--- src/rtl/tpu_pkg.sv ---
// tpu_pkg: opcodes, FSM encodings, command layout and clamp helper shared by the command executor
package tpu_pkg;
  localparam logic TRUE = 1'b1;
  localparam logic FALSE = 1'b0;
  localparam logic [7:0] TPU_CLEARSCREEN = 8'h01;
  localparam logic [7:0] TPU_PRINT = 8'h02;
  localparam logic [7:0] TPU_LOCATE = 8'h03;
  localparam logic [7:0] TPU_SETATTR = 8'h04;
  localparam logic [7:0] TPU_SETMASK = 8'h05;
  localparam logic [7:0] TPU_FILLAREA = 8'h06;
  localparam logic [1:0] ST_IDLE = 2'd0;
  localparam logic [1:0] ST_DECODE = 2'd1;
  localparam logic [1:0] ST_WRITE = 2'd2;
  typedef struct packed {
    logic [7:0] p3;
    logic [7:0] p2;
    logic [7:0] p1;
    logic [7:0] op;
  } cmd_t;
  function automatic logic [7:0] clamp(input logic [7:0] v, input int lim);
    return (int'({24'd0, v}) >= lim) ? 8'(lim - 1) : v;
  endfunction
endpackage

--- src/rtl/tpu_command_executor_area_scan.sv ---
// tpu_area_scan: row-major rectangle walker producing the cell address and a last-cell flag
module tpu_area_scan #(
  parameter int COLS = 80,
  parameter int XW = 7,
  parameter int YW = 5,
  parameter int AW = 12
) (
  input  logic          clk,
  input  logic          reset,
  input  logic          start_i,
  input  logic          step_i,
  input  logic [XW-1:0] x0_i,
  input  logic [XW-1:0] x1_i,
  input  logic [YW-1:0] y0_i,
  input  logic [YW-1:0] y1_i,
  output logic [AW-1:0] addr_o,
  output logic          last_o
);
  logic [XW-1:0] x_q, x0_q, x1_q;
  logic [YW-1:0] y_q, y1_q;
  logic [AW-1:0] base_q, addr_q;
  assign addr_o = addr_q;
  assign last_o = (x_q == x1_q) && (y_q == y1_q);
  // load the rectangle on start (constant-coefficient row base), then advance one cell per accepted write
  always_ff @(posedge clk or posedge reset) begin
    if (reset) begin
      x_q <= '0;
      x0_q <= '0;
      x1_q <= '0;
      y_q <= '0;
      y1_q <= '0;
      base_q <= '0;
      addr_q <= '0;
    end else if (start_i) begin
      x_q <= x0_i;
      x0_q <= x0_i;
      x1_q <= x1_i;
      y_q <= y0_i;
      y1_q <= y1_i;
      base_q <= AW'(32'(y0_i) * COLS);
      addr_q <= AW'(32'(y0_i) * COLS) + AW'(x0_i);
    end else if (step_i) begin
      if (x_q == x1_q) begin
        x_q <= x0_q;
        y_q <= y_q + 1'b1;
        base_q <= base_q + AW'(COLS);
        addr_q <= base_q + AW'(COLS) + AW'(x0_q);
      end else begin
        x_q <= x_q + 1'b1;
        addr_q <= addr_q + 1'b1;
      end
    end
  end
endmodule

--- src/rtl/tpu_command_executor.sv ---
// tpu_command_executor: latches TPU commands, updates cursor/attr/mask state and issues masked text-memory writes
module tpu_command_executor
  import tpu_pkg::*;
#(
  parameter int COLS = 80,
  parameter int ROWS = 30,
  parameter int ADDR_WIDTH = 12
) (
  input  logic                  clk,
  input  logic                  reset,
  input  logic                  execute,
  input  logic [47:0]           command,
  output logic                  busy,
  output logic                  mem_write,
  input  logic                  mem_ready,
  output logic [ADDR_WIDTH-1:0] mem_address,
  output logic [23:0]           mem_data,
  output logic [23:0]           mem_mask
);
  localparam int XW = $clog2(COLS);
  localparam int YW = $clog2(ROWS);
  logic [1:0] state_q, state_d;
  cmd_t cmd_q, cmd_d;
  logic [XW-1:0] cx_q, cx_d, x_end, sx0, sx1;
  logic [YW-1:0] cy_q, cy_d, y_end, sy0, sy1;
  logic [7:0] attr1_q, attr1_d, attr2_q, attr2_d, mc_q, mc_d, m1_q, m1_d, m2_q, m2_d;
  logic wr_q, wr_d;
  logic [23:0] data_q, data_d, mask_q, mask_d;
  logic is_clr, is_prt, is_fill, writes, start, accept, last;
  assign is_clr = cmd_q.op == TPU_CLEARSCREEN;
  assign is_prt = cmd_q.op == TPU_PRINT;
  assign is_fill = cmd_q.op == TPU_FILLAREA;
  assign x_end = XW'(clamp(cmd_q.p1, COLS));
  assign y_end = YW'(clamp(cmd_q.p2, ROWS));
  assign writes = is_clr || is_prt || (is_fill && x_end >= cx_q && y_end >= cy_q);
  assign sx0 = is_clr ? '0 : cx_q;
  assign sy0 = is_clr ? '0 : cy_q;
  assign sx1 = is_clr ? XW'(COLS - 1) : is_fill ? x_end : cx_q;
  assign sy1 = is_clr ? YW'(ROWS - 1) : is_fill ? y_end : cy_q;
  assign start = (state_q == ST_DECODE) && writes;
  assign accept = wr_q && mem_ready;
  assign busy = (state_q != ST_IDLE) || execute;
  assign mem_write = wr_q;
  assign mem_data = data_q;
  assign mem_mask = mask_q;
  tpu_area_scan #(.COLS(COLS), .XW(XW), .YW(YW), .AW(ADDR_WIDTH)) u_scan (
    .clk(clk), .reset(reset), .start_i(start), .step_i(accept && !last),
    .x0_i(sx0), .x1_i(sx1), .y0_i(sy0), .y1_i(sy1),
    .addr_o(mem_address), .last_o(last)
  );
  // next-state: latch in IDLE, apply register updates and arm the first write in DECODE, retire writes in WRITE
  always_comb begin
    state_d = state_q;
    cmd_d = cmd_q;
    cx_d = cx_q;
    cy_d = cy_q;
    attr1_d = attr1_q;
    attr2_d = attr2_q;
    mc_d = mc_q;
    m1_d = m1_q;
    m2_d = m2_q;
    wr_d = wr_q;
    data_d = data_q;
    mask_d = mask_q;
    case (state_q)
      ST_DECODE: begin
        state_d = writes ? ST_WRITE : ST_IDLE;
        wr_d = writes;
        if (writes) begin
          data_d = {attr2_q, attr1_q, is_clr ? 8'h20 : is_prt ? cmd_q.p1 : cmd_q.p3};
          mask_d = is_clr ? 24'hFFFFFF : {m2_q, m1_q, mc_q};
        end
        if (is_clr) begin
          cx_d = '0;
          cy_d = '0;
        end
        if (is_prt) begin
          cx_d = (cx_q == XW'(COLS - 1)) ? '0 : cx_q + 1'b1;
          if (cx_q == XW'(COLS - 1)) cy_d = (cy_q == YW'(ROWS - 1)) ? '0 : cy_q + 1'b1;
        end
        if (cmd_q.op == TPU_LOCATE) begin
          cx_d = x_end;
          cy_d = y_end;
        end
        if (cmd_q.op == TPU_SETATTR) begin
          attr1_d = cmd_q.p1;
          attr2_d = cmd_q.p2;
        end
        if (cmd_q.op == TPU_SETMASK) begin
          mc_d = cmd_q.p1;
          m1_d = cmd_q.p2;
          m2_d = cmd_q.p3;
        end
      end
      ST_WRITE: begin
        if (accept && last) begin
          wr_d = FALSE;
          state_d = ST_IDLE;
        end
      end
      default: begin
        if (execute) begin
          cmd_d = command[31:0];
          state_d = ST_DECODE;
        end
      end
    endcase
  end
  // state registers with asynchronous reset to the documented power-on values
  always_ff @(posedge clk or posedge reset) begin
    if (reset) begin
      state_q <= ST_IDLE;
      cmd_q <= '0;
      cx_q <= '0;
      cy_q <= '0;
      attr1_q <= 8'h07;
      attr2_q <= 8'h00;
      mc_q <= 8'hFF;
      m1_q <= 8'hFF;
      m2_q <= 8'hFF;
      wr_q <= FALSE;
      data_q <= '0;
      mask_q <= '0;
    end else begin
      state_q <= state_d;
      cmd_q <= cmd_d;
      cx_q <= cx_d;
      cy_q <= cy_d;
      attr1_q <= attr1_d;
      attr2_q <= attr2_d;
      mc_q <= mc_d;
      m1_q <= m1_d;
      m2_q <= m2_d;
      wr_q <= wr_d;
      data_q <= data_d;
      mask_q <= mask_d;
    end
  end
endmodule

--- config.mk ---
export PLATFORM = sky130hd
export DESIGN_NAME = tpu_command_executor
export DESIGN_NICKNAME = d
export VERILOG_FILES = /design/src/rtl/tpu_pkg.sv /design/src/rtl/tpu_command_executor_area_scan.sv /design/src/rtl/tpu_command_executor.sv
export SDC_FILE = /design/constraint.sdc
export NUM_CORES = 1
export LEC_CHECK = 0
export ABC_AREA = 1
export BUFFER_PORTS_ARGS = -buffer_cell sky130_fd_sc_hd__buf_4
export CAP_MARGIN = 20
export CORE_ASPECT_RATIO = 1.2
export CORE_MARGIN = 4
export CORE_UTILIZATION = 48
export DETAILED_ROUTE_END_ITERATION = 12
export GPL_TIMING_DRIVEN = 1
export PLACE_DENSITY = 0.68
export SLEW_MARGIN = 20
export SYNTH_ARGS = -nofsm -noshare
export SYNTH_HDL_FRONTEND = slang
export SYNTH_HIERARCHICAL = 1
export SYNTH_SLANG_ARGS = --single-unit
export TNS_END_PERCENT = 1
--- constraint.sdc ---
create_clock -name clk -period 5.45 [get_ports clk]
set_clock_uncertainty 0.2 [all_clocks]
set_input_delay 0.8175 -clock clk [delete_from_list [all_inputs] [get_ports clk]]
set_output_delay 0.8175 -clock clk [all_outputs]
set_load 0.1 [all_outputs]
==> results of run 1 <==
-- layer usage --
metal	vias to the layer above	wire (um)	global-route usage
met5	-	0	0
met2	210	12800	0.376
met1	4008	10800	0.283
li1	4216	-	-
met3	48	1010	0.0357
met4	0	762	0.0784
-- stage by stage --
step                      power, mW   util  worst slack (ns)
after floorplan                4.07      -             0.866
after global placement         4.66  0.535              1.59
after detailed placement       4.72  0.535              1.54
after CTS                      6.02  0.566              1.52
after global routing           6.39  0.568              1.09
final                          6.00  0.568              1.48
-- cell type report --
class	instances	area share
timing repair buffer	108	0.0717
inverter	118	0.0387
clock inverter	13	0.0153
sequential	186	0.405
multi-input combinational	898	0.402
clock buffer	19	0.0391
tap	265	0.0286
-- kinds of logic (layout without fill, tap and decap cells) --
kind of cell | after synthesis | after routing | synth area share
AO/OA/AOI/OAI | 202 | 202 | 0.110
XOR/XNOR | 40 | 40 | 0.0349
adder cells (fa/ha/maj) | 36 | 36 | 0.0464
buffers and inverters | 171 | 258 | 0.0701
flip-flops | 186 | 186 | 0.467
multiplexers | 13 | 13 | 0.0146
other | 1 | 1 | 0.000374
AND/OR/NAND/NOR | 606 | 606 | 0.257
-- worst register-to-register path, delay by kind of cell (launching register included) --
family          cells  cell delay, ns
buf+inv             7            1.15
simple gates        9            1.02
compound gates      4            0.83
flops               1            0.36
fa+ha+maj           1            0.31
-- state kept, by name (all words and copies together), names as in the netlist --
| signal | cells |
|---|---|
| attr1_q | 8 |
| attr2_q | 8 |
| cmd_q | 32 |
| cx_q | 7 |
| cy_q | 5 |
| m1_q | 8 |
| m2_q | 8 |
| mc_q | 8 |
| mem_data | 24 |
| mem_mask | 24 |
| mem_write | 1 |
| state_q | 2 |
| u_scan/addr_o | 12 |
| u_scan/base_q | 8 |
| u_scan/x0_q | 7 |
| u_scan/x1_q | 7 |
| u_scan/x_q | 7 |
| u_scan/y1_q | 5 |
| u_scan/y_q | 5 |
-- worst paths after layout --
kind / cells after the start / to / startpoint
max: 21 / u_scan/addr_o[9] / cmd_q[13]
min: 2 / mem_mask[17] / reset
max reg2reg: 21 / u_scan/addr_o[9] / cmd_q[13]
min reg2reg: 2 / mem_data[13] / mem_data[13]
max in group asynchronous: 4 / mc_q[3] / reset
min in group clk: 2 / mem_data[13] / mem_data[13]
-- layout by cell type (no fill, tap or decap), drive strengths merged, types with 12 or more instances in the layout --
cell type,count
a21oi,71
buf,108
clkbuf,19
dfrtp,159
dfstp,27
ha,34
inv,122
mux2,13
nand2,364
nand3,107
nand4,12
nor2,87
nor3,15
o211ai,15
o21ai,92
or2,21
xnor2,14
xor2,26
-- power by group --
part	internal [mW]	switching, mW	total [mW]	leakage [nW]
registers	1.84	0.364	2.20	2.32
clock network	0.686	0.601	1.29	0.306
logic	0.762	1.75	2.51	3.25
==> results by group, run 1 <==
Place
  – Gp weighted congestion: 0.876
  – Post-detail-place hpwl: 18.1 mm
  – Placed Area: 10,900 sq um
  – Placed insts: 1,574
  – Port bufs: 97

Critical path
  – Buffer and inverter count on the worst path: 7
  – Worst path max stage delay: 0.47 ns
  – Most used cell, CP: inv_1
  – Critical Path, Cell by Cell: inv_1, a31oi_1, nor2_1, inv_1, ha_1, a21oi_1, o21ai_0, nand2_1, nand3_1, nand2_1, inv_1, nand2_1, nand2_2, nand2_2, inv_1, nor2_4, clkinv_1, o22ai_1, inv_1, nand2_1, inv_1
  – Critical path arrival: 4.09 ns
  – Worst R2R Setup Slack: 1.48 ns
  – Critical path capture point type: flop
  – Worst EP required: 5.57 ns
  – Critical Path Start Type: flop
  – CP top delay family: buffers and inverters
  – Critical-path top delay cell: clkinv_1
  – Crit Path Category: reg2reg
  – Crit Path Max Fanout: 18

Drt
  – Drt first pass iters: 5
  – DR vias: 8,482
  – Drt total wl: 25.4 mm
  – DRC viols: 0
  – Vias per cell: 5.28
  – DR iter-0 viols: 501
  – Post-route ant nets: 0
  – Wirelength per Cell: 15.8 um

Global routing
  – Tot GR Track Use: 0.220
  – Antenna violations before repair: 0
  – Pin count of the biggest net entering global routing: 111
  – Number of global-route vias before repair: 8,391
  – Total gr overflow: 0
  – First-pass GRT wire length: 42.2 mm

Finish
  – Fraction of layout cells with a size suffix above 1: 0.167
  – Final instance area: 11,600 sq um
  – Non-Filler Instances: 1,607
  – Area occupied by multi-input gates: 4650 sq um
  – Final #Nets: 1,417
  – # fillers: 1,940
  – Register area: 4690 sq um
  – Area grow syn2layout: 15.5%
  – ANT cells: 0

Floorplan
  – Die Ht: 166 um
  – Row count: 57
  – Core outline area: 20,400 sq um
  – Die X: 140 um
  – Initial Util: 0.492
  – I/O Pins: 114
  – Die area: 23,300 sq um

STA
  – Minimum clock period: 3.97 ns
  – Hold Worst Slack: 0.225 ns
  – RSZ-0062 raised after global routing: no
  – Setup tns final: 0 ns
  – Max Slew Vio Count: 0
  – Final Hold Viols: 0
  – # setup viols final: 0
  – Worst rel slew slack: 0.475
  – Max Fclk: 252 MHz
  – Period Utilization, post-route: 0.728
  – Slew at the pin closest to its max-slew limit: 0.782 ns

CTS
  – CTS tree: built
  – Setup repair bufs after CTS: 0
  – Longest Clk Path Bufs: 2
  – Worst-path clk slew: 0.07 ns
  – Clock insertion delay at the later pin of the skew report: 0.44 ns
  – CTS Hold Bufs: 0
  – Number of CTS-inserted buffers: 17
  – CTS-repair resized insts: 0
  – CTS H-tree lvls: 4
  – # clock sinks: 186
  – Root buffer cell: clkbuf_16

Power and ir drop
  – Pwr Density: 518 nW/um^2
  – P_leak: 5.88 nW
  – Peak VDD IR: 0.399 mV

Yosys
  – Post-synthesis sequential area ratio: 0.467
  – FFs w/ async S/R, synth: 1.00
  – Cells after Synth: 1,255
  – Synth area leader: dfrtp_1
  – Syn. warnings: 6
  – Top cells by area, synth: dfrtp_1, nand2_1, dfstp_2, nand3_1, o21ai_0
  – Most common cell in the netlist: nand2_1
  – Cell area after synthesis: 10,000 sq um
  – Top cells by count, synth: nand2_1, dfrtp_1, inv_1, nand3_1, o21ai_0
  – Netlist cell types: 43
  – Number of synthesized flops with an enable pin: 0
  – Top cell type's share of synthesized area: 0.397
  – Synth Area per Inst: 7.99 sq um
  – Yosys reg bits: 186
  – Mapped Nets: 1,343
  – Main synth FF type: dfrtp_1

Run status
  – Status: completed

Flow run
  – MaxCap Viol Count: 0

Hold path
  – HP Class: in2async
(Power assumes the default switching activity.)
==> inputs of run 2 (changes only) <==
--- a/config.mk
+++ b/config.mk
@@ -13,7 +13,7 @@
 export CORE_UTILIZATION = 48
 export DETAILED_ROUTE_END_ITERATION = 12
 export GPL_TIMING_DRIVEN = 1
-export PLACE_DENSITY = 0.68
+export PLACE_DENSITY = 0.7
 export SLEW_MARGIN = 20
 export SYNTH_ARGS = -nofsm -noshare
 export SYNTH_HDL_FRONTEND = slang
==> constraint.sdc (replaced) <==
create_clock -name clk -period 3.55 [get_ports clk]
set_clock_uncertainty 0.2 [all_clocks]
set_input_delay 0.5325 -clock clk [delete_from_list [all_inputs] [get_ports clk]]
set_output_delay 0.5325 -clock clk [all_outputs]
set_load 0.1 [all_outputs]
==> run 2 against run 1 <==
  * Core utilization rose by 0.85 points
  * Global-route usage is 0.50 points higher
  * Clock-buffer cell count down 2
  * Non-clock buffer count up 23
  * Sequential power up 53%
  * Wire length up 1.5%
==> results by group, run 2 (synthesis gave the netlist of run 1 again) <==
Run status
  – Status: completed (unchanged)

STA
  – Period Utilization, post-route: 0.946 (was 0.728)
  – # setup viols final: 0 (unchanged)
  – Final Hold Viols: 0 (unchanged)
  – RSZ-0062 raised after global routing: yes (was no)
  – Minimum clock period: 3.36 ns (was 3.97 ns)
  – Fin worst setup slack: 0.192 ns (was 1.48 ns)
  – Worst rel slew slack: 0.305 (was 0.475)
  – Slew at the pin closest to its max-slew limit: 1.04 ns (was 0.782 ns)
  – Max Slew Vio Count: 0 (unchanged)
  – Max Fclk: 298 MHz (was 252 MHz)
  – Setup tns final: 0 ns (unchanged)

Power and ir drop
  – Pwr Density: 785 nW/um^2 (was 518 nW/um^2)
  – P_leak: 5.98 nW (was 5.88 nW)
  – Peak VDD IR: 0.565 mV (was 0.399 mV)

Critical path
  – WP depth: 22 (was 21)
  – Worst path max stage delay: 0.49 ns (was 0.47 ns)
  – Critical path arrival: 3.50 ns (was 4.09 ns)
  – Buffer and inverter count on the worst path: 8 (was 7)
  – Most used cell, CP: inv_1 (unchanged)
  – R2R depth: 22 (was 21)
  – CP top delay family: simple AND/OR/NAND/NOR gates (was buffers and inverters)
  – Reg-to-reg critical path endpoint: u_scan/addr_o[9] (unchanged)
  – Critical Path, Cell by Cell: nand2_1, nor2_1, nor2_2, inv_1, nor2_1, inv_1, ha_1, inv_1, nor2_1, o21a_1, nand3_1, nand2_1, nand2_1, nand2_2, nand2_2, inv_1, inv_2, buf_4, o22ai_1, inv_1, nand2_1, inv_1 (was inv_1, a31oi_1, nor2_1, inv_1, ha_1, a21oi_1, o21ai_0, nand2_1, nand3_1, nand2_1, inv_1, nand2_1, nand2_2, nand2_2, inv_1, nor2_4, clkinv_1, o22ai_1, inv_1, nand2_1, inv_1)
  – Worst R2R Setup Slack: 0.19 ns (was 1.48 ns)
  – Crit Path Category: reg2reg (unchanged)
  – Reg-to-reg startpoint: cmd_q[17] (was cmd_q[13])
  – Critical path capture point type: flop (unchanged)
  – Crit Path Max Fanout: 17 (was 18)
  – Worst EP required: 3.69 ns (was 5.57 ns)
  – Critical Path Start Type: flop (unchanged)
  – Critical-path top delay cell: dfrtp_1 (was clkinv_1)

Floorplan
  – Initial Util: 0.492 (unchanged)
  – Die area: 23,300 sq um (unchanged)
  – Die X: 140 um (unchanged)
  – Die Ht: 166 um (unchanged)
  – I/O Pins: 114 (unchanged)
  – Row count: 57 (unchanged)
  – Core outline area: 20,400 sq um (unchanged)

Drt
  – DRC viols: 0 (unchanged)
  – Drt total wl: 25.8 mm (was 25.4 mm)
  – Drt first pass iters: 5 (unchanged)
  – Vias per cell: 5.29 (was 5.28)
  – Wirelength per Cell: 15.8 um (about the same)
  – Post-route ant nets: 0 (unchanged)
  – DR vias: 8,630 (was 8,482)
  – DR iter-0 viols: 590 (was 501)

Finish
  – # fillers: 1,905 (was 1,940)
  – Most frequent cells in the layout: nand2_1, dfrtp_1, buf_4 (was nand2_1, dfrtp_1, inv_1)
  – Fraction of layout cells with a size suffix above 1: 0.182 (was 0.167)
  – Largest reg by FF count: cmd_q (unchanged)
  – Number of flip-flops in the largest register: 32 (unchanged)
  – ANT cells: 0 (unchanged)
  – Final #Nets: 1,440 (was 1,417)
  – Area grow syn2layout: 17.2% (was 15.5%)
  – Commonest non-fill, non-tap cell in the layout: nand2_1 (unchanged)

Hold path
  – HP Class: in2reg (was in2async)
  – Worst hold path stage count: 2
  – Hold Startpoint: command[7]
  – Hold EP: cmd_q[7]

CTS
  – CTS H-tree lvls: 4 (unchanged)
  – Number of CTS-inserted buffers: 17 (unchanged)
  – Clock insertion delay at the later pin of the skew report: 0.44 ns (about the same)
  – CTS tree: built (unchanged)
  – Setup repair bufs after CTS: 0 (unchanged)
  – Root buffer cell: clkbuf_16 (unchanged)
  – # clock sinks: 186 (unchanged)
  – Worst-path clk slew: 0.08 ns (was 0.07 ns)
  – Longest Clk Path Bufs: 2 (unchanged)

Global routing
  – Number of global-route vias before repair: 8,491 (was 8,391)
  – First-pass GRT wire length: 42.9 mm (was 42.2 mm)
  – Tot GR Track Use: 0.225 (was 0.220)
  – Total gr overflow: 0 (unchanged)
  – Antenna violations before repair: 0 (unchanged)
  – Pin count of the biggest net entering global routing: 63 (was 111)

Flow run
  – MaxCap Viol Count: 0 (unchanged)

Place
  – Port bufs: 97 (unchanged)
  – Pre-CTS setup slack: 0.173 ns (was 1.54 ns)
  – Gp weighted congestion: 0.902 (was 0.876)
  – Post-detail-place hpwl: 18.5 mm (was 18.1 mm)
-- run 2: worst max path at each step --
stage          startpoint           endpoint  slack (ns)
2_1_floorplan   cmd_q[22]   u_scan/addr_o[0]        0.22
3_3_place_gp    cmd_q[14]  u_scan/base_q[11]        0.25
3_5_place_dp    cmd_q[14]      u_scan/x_q[4]        0.17
4_1_cts         cmd_q[14]      u_scan/x_q[4]        0.14
5_1_grt         cmd_q[17]      u_scan/y_q[2]       -0.07
6_report        cmd_q[17]   u_scan/addr_o[9]        0.19
-- run 2: power breakdown --
part | internal, mW | switching, mW
clock | 0.952 | 0.955
combinational | 1.24 | 2.71
sequential | 2.82 | 0.555
-- run 2: area by class of cell --
type | instances | area [sq um] | area share
flip-flops and latches | 186 | 4690 | 0.399
multi-input cells | 898 | 4660 | 0.397
repair buffers | 131 | 1030 | 0.0874
inverters | 118 | 450 | 0.0383
clock buffers | 17 | 425 | 0.0362
well taps | 265 | 332 | 0.0282
clock inverters | 15 | 173 | 0.0147
-- run 2: routing by layer --
metal / up-vias / part of all wire / global-route usage
met2: 243 / 0.51 / 0.395
met4: 0 / 0.025 / 0.0771
met3: 41 / 0.046 / 0.0328
met1: 4073 / 0.42 / 0.283
li1: 4273 / - / -
met5: - / 0 / 0
-- run 2: what timing repair did --
action / 4_1_cts / 5_1_grt
hold buffers: 1 / 0
gates resized for setup: 0 / 6
setup endpoints to repair: 0 / 21
hold endpoints to repair: 24 / 0
-- run 2: through the flow --
stage | instance area, sq um | hold slack, ns | utilization | instances | power [mW]
6_report | 11800 | 0.120 | 0.576 | 1630 | 9.23
5_1_grt | 11800 | 0.103 | 0.576 | 1630 | 9.85
4_1_cts | 11700 | 0.107 | 0.574 | 1629 | 9.27
3_5_place_dp | 11100 | 0.260 | 0.545 | 1596 | 7.32
3_3_place_gp | 11100 | 0.253 | 0.545 | 1596 | 7.24
2_1_floorplan | 10000 | 0.238 | - | 1255 | 6.25
